[config.mk]
export PLATFORM = sky130hd
export DESIGN_NAME = uart_itcm_loader
export DESIGN_NICKNAME = d
export VERILOG_FILES = /design/src/rtl/uart_itcm_loader.sv
export SDC_FILE = /design/constraint.sdc
export NUM_CORES = 1
export LEC_CHECK = 0
export ABC_CLOCK_PERIOD_IN_PS = 3700
export CAP_MARGIN = 10
export CORE_AREA = 2 2 104 106
export DETAILED_ROUTE_END_ITERATION = 6
export DIE_AREA = 0 0 106 108
export HOLD_SLACK_MARGIN = 0.12
export PLACE_DENSITY = 0.78
export SLEW_MARGIN = 20
export SYNTH_ARGS = -nofsm -noshare
export SYNTH_HDL_FRONTEND = slang
export SYNTH_SLANG_ARGS = --single-unit
[constraint.sdc]
create_clock -name clk -period 3.7 [get_ports clk]
set_clock_uncertainty 0.15 [all_clocks]
set_input_delay 0.74 -clock clk [delete_from_list [all_inputs] [get_ports clk]]
set_output_delay 0.74 -clock clk [all_outputs]
set_load 0.005 [all_outputs]
[src/rtl/uart_itcm_loader.sv]
// UART boot loader: receives an A5/LEN/data/checksum frame over 8N1 UART and writes it to ITCM.
// Define LOADER_CHKSUM_EN to verify the checksum byte; otherwise it is received and ignored.
`ifndef ITCM_ADDR_WIDTH
`define ITCM_ADDR_WIDTH 16
`endif

module uart_itcm_loader #(
  parameter int CLKS_PER_BIT    = 868,
  parameter int ITCM_ADDR_WIDTH = `ITCM_ADDR_WIDTH
) (
  input  logic                       clk,
  input  logic                       rst,
  input  logic                       uart_debug_pin,
  input  logic                       uart_rx_i,
  output logic                       itcm_we_o,
  output logic [ITCM_ADDR_WIDTH-3:0] itcm_waddr_o,
  output logic [31:0]                itcm_wdata_o,
  output logic                       cpu_hold_o,
  output logic                       done_o,
  output logic                       err_o
);

  localparam int WW = ITCM_ADDR_WIDTH - 2;
  localparam int CW = $clog2(CLKS_PER_BIT);
  localparam logic [CW-1:0] HALF_M1 = CW'(CLKS_PER_BIT / 2 - 1);
  localparam logic [CW-1:0] BIT_M1  = CW'(CLKS_PER_BIT - 1);
  localparam logic [16:0]   DEPTH   = 17'd1 << WW;

  typedef enum logic [1:0] {RX_IDLE, RX_START, RX_DATA, RX_STOP} rx_state_t;
  typedef enum logic [2:0] {IDLE, HDR, LEN0, LEN1, DATA, CSUM, DONE, ERR} state_t;

  // ---------------- receiver ----------------
  logic          rx_meta, rx_sync, rx_prev;
  rx_state_t     rx_state, rx_state_d;
  logic [CW-1:0] clk_cnt;
  logic [2:0]    bit_cnt;
  logic [7:0]    rx_shift;
  logic          half_hit, bit_hit, byte_stb, frame_err;

  assign half_hit = (clk_cnt == HALF_M1);
  assign bit_hit  = (clk_cnt == BIT_M1);

  always_comb begin
    rx_state_d = rx_state;
    byte_stb   = 1'b0;
    frame_err  = 1'b0;
    unique case (rx_state)
      RX_IDLE:  if (rx_prev && !rx_sync) rx_state_d = RX_START;
      RX_START: if (half_hit) rx_state_d = rx_sync ? RX_IDLE : RX_DATA;
      RX_DATA:  if (bit_hit && bit_cnt == 3'd7) rx_state_d = RX_STOP;
      RX_STOP: begin
        if (bit_hit) begin
          rx_state_d = RX_IDLE;
          byte_stb   = rx_sync;
          frame_err  = !rx_sync;
        end
      end
      default:  rx_state_d = RX_IDLE;
    endcase
    if (!uart_debug_pin) rx_state_d = RX_IDLE;
  end

  always_ff @(posedge clk) begin
    if (rst) begin
      rx_meta  <= 1'b1;
      rx_sync  <= 1'b1;
      rx_prev  <= 1'b1;
      rx_state <= RX_IDLE;
      clk_cnt  <= '0;
      bit_cnt  <= '0;
      rx_shift <= '0;
    end else begin
      rx_meta  <= uart_rx_i;
      rx_sync  <= rx_meta;
      rx_prev  <= rx_sync;
      rx_state <= rx_state_d;
      // Counter restarts at the start re-check so data bits land mid-bit.
      if (rx_state == RX_IDLE || (rx_state == RX_START && half_hit) || bit_hit)
        clk_cnt <= '0;
      else
        clk_cnt <= clk_cnt + 1'b1;
      if (rx_state == RX_IDLE)
        bit_cnt <= '0;
      else if (rx_state == RX_DATA && bit_hit) begin
        rx_shift <= {rx_sync, rx_shift[7:1]};
        bit_cnt  <= bit_cnt + 1'b1;
      end
    end
  end

  // ---------------- frame decoder ----------------
  state_t      state_q, state_d;
  logic        we_d;
  logic [15:0] len_q, wcnt_q;
  logic [1:0]  byte_cnt;
  logic [23:0] word_buf;
  logic [16:0] len_full;
`ifdef LOADER_CHKSUM_EN
  logic [7:0]  csum_q;
`endif

  assign len_full = {1'b0, rx_shift, len_q[7:0]};

  always_comb begin
    state_d = state_q;
    we_d    = 1'b0;
    if (!uart_debug_pin) begin
      state_d = IDLE;
    end else begin
      unique case (state_q)
        IDLE: state_d = HDR;
        HDR: begin
          if (frame_err) state_d = ERR;
          else if (byte_stb && rx_shift == 8'hA5) state_d = LEN0;
        end
        LEN0: begin
          if (frame_err) state_d = ERR;
          else if (byte_stb) state_d = LEN1;
        end
        LEN1: begin
          if (frame_err) state_d = ERR;
          else if (byte_stb) begin
            if (len_full > DEPTH)       state_d = ERR;
            else if (len_full == 17'd0) state_d = CSUM;
            else                        state_d = DATA;
          end
        end
        DATA: begin
          if (frame_err) state_d = ERR;
          else if (byte_stb && byte_cnt == 2'd3) begin
            we_d = 1'b1;
            if (wcnt_q == len_q - 16'd1) state_d = CSUM;
          end
        end
        CSUM: begin
          if (frame_err) state_d = ERR;
          else if (byte_stb) begin
`ifdef LOADER_CHKSUM_EN
            state_d = (csum_q == rx_shift) ? DONE : ERR;
`else
            state_d = DONE;
`endif
          end
        end
        DONE:    state_d = DONE;
        ERR:     state_d = ERR;
        default: state_d = IDLE;
      endcase
    end
  end

  always_ff @(posedge clk) begin
    if (rst) begin
      state_q      <= IDLE;
      itcm_we_o    <= 1'b0;
      itcm_waddr_o <= '0;
      itcm_wdata_o <= '0;
      len_q        <= '0;
      wcnt_q       <= '0;
      byte_cnt     <= '0;
      word_buf     <= '0;
`ifdef LOADER_CHKSUM_EN
      csum_q       <= '0;
`endif
    end else begin
      state_q   <= state_d;
      itcm_we_o <= we_d;
      if (we_d) begin
        itcm_waddr_o <= wcnt_q[WW-1:0];
        itcm_wdata_o <= {rx_shift, word_buf};
      end
      // Frame context is rebuilt from scratch every time the decoder waits for a header.
      if (state_q == HDR || state_d == IDLE) begin
        len_q    <= '0;
        wcnt_q   <= '0;
        byte_cnt <= '0;
        word_buf <= '0;
`ifdef LOADER_CHKSUM_EN
        csum_q   <= '0;
`endif
      end else if (byte_stb) begin
        unique case (state_q)
          LEN0: len_q <= {8'h00, rx_shift};
          LEN1: len_q[15:8] <= rx_shift;
          DATA: begin
            word_buf <= {rx_shift, word_buf[23:8]};
            byte_cnt <= byte_cnt + 1'b1;
            if (byte_cnt == 2'd3) wcnt_q <= wcnt_q + 16'd1;
`ifdef LOADER_CHKSUM_EN
            csum_q <= csum_q + rx_shift;
`endif
          end
          default: ;
        endcase
      end
    end
  end

  assign cpu_hold_o = (state_q == LEN0) || (state_q == LEN1) ||
                      (state_q == DATA) || (state_q == CSUM);
  assign done_o     = (state_q == DONE);
  assign err_o      = (state_q == ERR);

endmodule

Word-level counts from Yosys, hierarchy flattened

Index checks and enable logic that the tools add are counted.
W data, S select, Z words.

Output and inout port bits: 50
Input bits: 4
Register bits after elaboration: 134

Mux-type cells: 30
Eq/ne operators: 20
Bitwise gates (word level): 2
Magnitude comparators: 1
Reductions and logical operators: 28
Add/subtract/negate cells: 5

Operators with widths:

| cell                    | number |
|---|---|
| $mux W3                 | 12 |
| $pmux W3 S8             | 1 |
| $logic_not A17 Y1       | 1 |
| $add A16 B1 Y16 const B | 1 |
| $eq A16 B16 Y1          | 1 |
| $gt A16 B15 Y1 const B  | 1 |
| $pmux W8 S2             | 1 |
| $sub A16 B1 Y16 const B | 1 |
| $eq A3 B3 Y1 const B    | 5 |
| $mux W2                 | 6 |
| $add A10 B1 Y10 const B | 1 |
| $eq A10 B10 Y1 const B  | 1 |
| $eq A10 B9 Y1 const B   | 1 |
| $mux W1                 | 9 |
| $eq A8 B8 Y1 const B    | 1 |
| $ne A2 B2 Y1 const B    | 4 |
| $pmux W2 S4             | 1 |
| $reduce_and A2 Y1       | 4 |
| $reduce_or A2 Y1        | 4 |
| $eq A2 B2 Y1 const B    | 3 |
| $eq A3 B2 Y1 const B    | 2 |
| $logic_and A1 B1 Y1     | 6 |
| $logic_not A3 Y1        | 2 |
| $logic_or A1 B1 Y1      | 6 |
| 10 further kinds        | 11 |

Logic depth before layout (Yosys ltp)

Word-level depth: 11
Mapped depth: 10

Worst setup path before layout

No wires, ideal clock.

Path type: reg-to-reg
From: register clk_cnt[0]
To: register state_q[0]
Clock period less this slack: 2,673 ps
Setup slack: 1,027 ps
Stages on the path, launching flop included: 9
Arrival time: 2,453 ps
Data required time: 3,480 ps
Path buffers: 0
Path through: dfxtp_1 -> ha_1 -> or4b_4 -> nor4_4 -> nand4_2 -> or4_1 -> a211oi_2 -> nand4_1 -> a21oi_1

Cells in the longest elaborated chain, start to end: 8
Elaborated cells between the ends (all ways): 19
Classes of those cells: eq/ne: 1; mux: 16; reduce/logical: 2

Ends and longest elaborated chain:

| element                                       | line     | text |
|---|---|---|
| start, declared                               | 35       | `logic [CW-1:0] clk_cnt;` |
| start signal, assigned                        | 81       | `clk_cnt <= clk_cnt + 1'b1;` |
| $eq A10 B10 Y1 *                              | 41       | `assign bit_hit = (clk_cnt == BIT_M1);` |
| $mux W1                                       | 52       | `if (bit_hit) begin` |
| $mux W1                                       | 47       | `unique case (rx_state)` |
| $logic_and A1 B1 Y1, on equally long branches | 130, 114 |  |
| $mux W3, on equally long branches             | 130, 114 |  |
| $mux W3, on equally long branches             | 129, 113 |  |
| $pmux W3 S8 *                                 | 110      | `unique case (state_q)` |
| $mux W3 *                                     | 107      | `if (!uart_debug_pin) begin` |
| end signal, assigned                          | 166      | `state_q <= state_d;` |
| end, declared                                 | 92       | `state_t state_q, state_d;` |

Every way passes the cells marked *; elsewhere a longest branch is shown, timed or not.
A chain may end at the register's enable or synchronous reset.

Final worst setup path

From: register state_q[0]
To: output port err_o

Cells in the longest elaborated chain, start to end: 1

Ends and longest elaborated chain:

| element       | line | text |
|---|---|---|
| $eq A3 B3 Y1  | 202  | `assign err_o = (state_q == ERR);` |
| end, declared | 20   | `output logic err_o` |

No other way between the ends.

==> flow_summary.json <==
{
  "antennaDiodeCount": 0,
  "drt_iter0_drc": 346,
  "cts_tree": "yes",
  "die_h_um": 108,
  "ys_seq_elements": 134,
  "drtPass1Iterations": 7,
  "wire_per_inst_um": 14.9,
  "ys_top_cells_by_area": "dfxtp_1, nand2_1, a21oi_1",
  "grt_antenna_before_repair": 0,
  "h-tree-depth": 4,
  "setup_tns_ns": 0,
  "gr-total-overflow": 0,
  "ys_seq_area_share_pct": 46.8,
  "place_ws_ns": 0.767,
  "period_share_pct": 81.7,
  "cts_setup_buffers": 0,
  "min_path_type": "reg -> reg",
  "vias_per_cell": 5.56,
  "ant_nets": 0,
  "synth_top_area_share_pct": 46.8,
  "path_class": "reg -> out",
  "die_area_mm2": 0.0114,
  "synth_cell_types": 54,
  "outcome": "finished clean",
  "synthArstFlopShare_pct": 0,
  "gp_congestion": 0.928,
  "yosysTopAreaCell": "dfxtp_1",
  "rsz0062_at_grt": "no",
  "numCtsBuffers": 17,
  "syn_inst": 727,
  "drv_slew": 0,
  "ir_worst_vdd_mv": 0.411,
  "final_cell_mix": "nand2_1, dfxtp_1, a21oi_1",
  "portBuffers": 53,
  "synthFlopType": "dfxtp_1",
  "p_total_mw": 3.16,
  "start_kind": "register",
  "drv_cap": 0,
  "grt_pass1_vias": 4762,
  "cts_root_buf": "clkbuf_8",
  "min_period_ns": 3.02,
  "synth_area_mm2": 0.00573,
  "hold_buffers": 0,
  "rrSetupSlack_ns": 0.72,
  "setup_viol": 0,
  "drt-total-wl_um": 13500,
  "grt_max_degree": 62,
  "vias": 5041,
  "num-nets-final": 769,
  "final_common_cell": "nand2_1",
  "crit_path_end_kind": "output port",
  "max_freq_ghz": 0.331,
  "syn_nets": 738,
  "synth_edf_count": 0,
  "crit_chain": "inv_1 > nor2_1 > clkdlybuf4s50_1",
  "num_io_pins": 54,
  "cp_max_fo": 23,
  "cts.clk_slew.worst_paths_ns": 0.07,
  "p_leak_nw": 2.32,
  "arrival_ns": 2.13,
  "hold-worst-slack_ns": 0.260,
  "yosysWarnings": 0,
  "tightest_slew_ns": 0.679,
  "cts.sinks": 134,
  "drc": 0,
  "syn_area_per_cell_um2": 7.88,
  "die_w_um": 106,
  "crit_required_ns": 2.81,
  "fin_ws_ns": 0.675,
  "clk_path_buf_depth": 2,
  "dpl.hpwl_um": 8770,
  "initial_core_util_pct": 56.0,
  "post_cts_resized": 0,
  "crit_path_max_incr_delay_ns": 0.75,
  "clk_latency_ns": 0.53,
  "drive_gt1_share_pct": 6.88,
  "grt_pass1_wl_um": 22500,
  "slew_headroom_pct": 54.4,
  "core_mm2": 0.0102,
  "placed_cell_area_mm2": 0.00629,
  "powerDensity_mw_per_mm2": 459,
  "hold_viol_final": 0,
  "final_area_mm2": 0.00688,
  "crit_slowest_cell": "dfxtp_1",
  "areaGrowthSynthToFinish_pct": 20.0,
  "grt_use_total_pct": 24.6,
  "num_rows": 37
}
## cell type report
class,instances,area (um2)
Clock buffer,17,414
Fill cell,797,3350
Tap cell,136,170
Inverter,8,30.0
Sequential cell,134,2680
Timing Repair Buffer,61,586
Multi-Input combinational cell,536,2820
Clock inverter,14,175
## registers in the layout (all words and copies together), names as in the netlist, 2 cells and up, named ones only
signal	flops
word_buf	24
itcm_wdata_o	32
byte_cnt	2
bit_cnt	3
wcnt_q	16
state_q	3
itcm_waddr_o	14
clk_cnt	10
rx_shift	8
len_q	16
## layer usage
metal	wire length, um	track usage [%]	part of all wire (%)
met1	6130	31.9	46
met2	6300	39.8	47
met3	791	6.51	5.9
met4	238	9.12	1.8
met5	0	0	0
## cells in the mapped netlist (7+ instances only)
| library cell | count |
|---|---|
| xnor2_1 | 14 |
| dfxtp_1 | 134 |
| o21ai_0 | 16 |
| xor2_1 | 26 |
| and3_1 | 7 |
| nor3_1 | 9 |
| inv_1 | 8 |
| ha_1 | 7 |
| nand3_1 | 28 |
| clkbuf_1 | 40 |
| nand2_1 | 193 |
| a21oi_1 | 110 |
| nor2_1 | 51 |
## power breakdown
group / total, mW / internal (mW) / leakage (nW) / switching, mW
clock network: 1.67 / 1.03 / 0.281 / 0.646
logic: 0.0324 / 0.00686 / 0.958 / 0.0256
registers: 1.45 / 1.45 / 1.08 / 0.00510
total: 3.16 / 2.48 / 2.32 / 0.677
## worst paths after layout
| check | startpoint | endpoint | depth (start not counted) |
|---|---|---|---|
| setup / recovery | state_q[0]$_SDFF_PP0_ | err_o | 3 |
| hold reg to reg | rx_meta$_SDFF_PP1_ | rx_sync$_SDFF_PP1_ | 1 |
| setup reg to reg | clk_cnt[0]$_SDFF_PP0_ | itcm_waddr_o[11]$_SDFFE_PP0P_ | 8 |
| hold / removal | rx_meta$_SDFF_PP1_ | rx_sync$_SDFF_PP1_ | 1 |
## critical path, delay by kind of cell, from the launching register on
kind | cells | cell delay [ns]
DFF | 1 | 0.75
and+or+nand+nor | 1 | 0.16
buffers and inverters | 2 | 0.70
## metrics by stage
step | instances | utilization (%)
6_report | 906 | 67.2
5_1_grt | 906 | 67.2
4_1_cts | 906 | 67.2
3_5_place_dp | 875 | 61.5
3_3_place_gp | 875 | 61.5
2_1_floorplan | 727 | -
## logic make-up (layout without fill, tap and decap cells)
kind of cell,after synthesis,in the layout,share of synthesized area [%]
fa+ha+maj,7,7,1.53
compound gates,147,147,13.9
simple gates,335,335,26.4
buf+inv,57,100,3.99
flops,134,134,46.8
mux,7,7,1.27
xor+xnor,40,40,6.11
(Power assumes the default switching activity.)
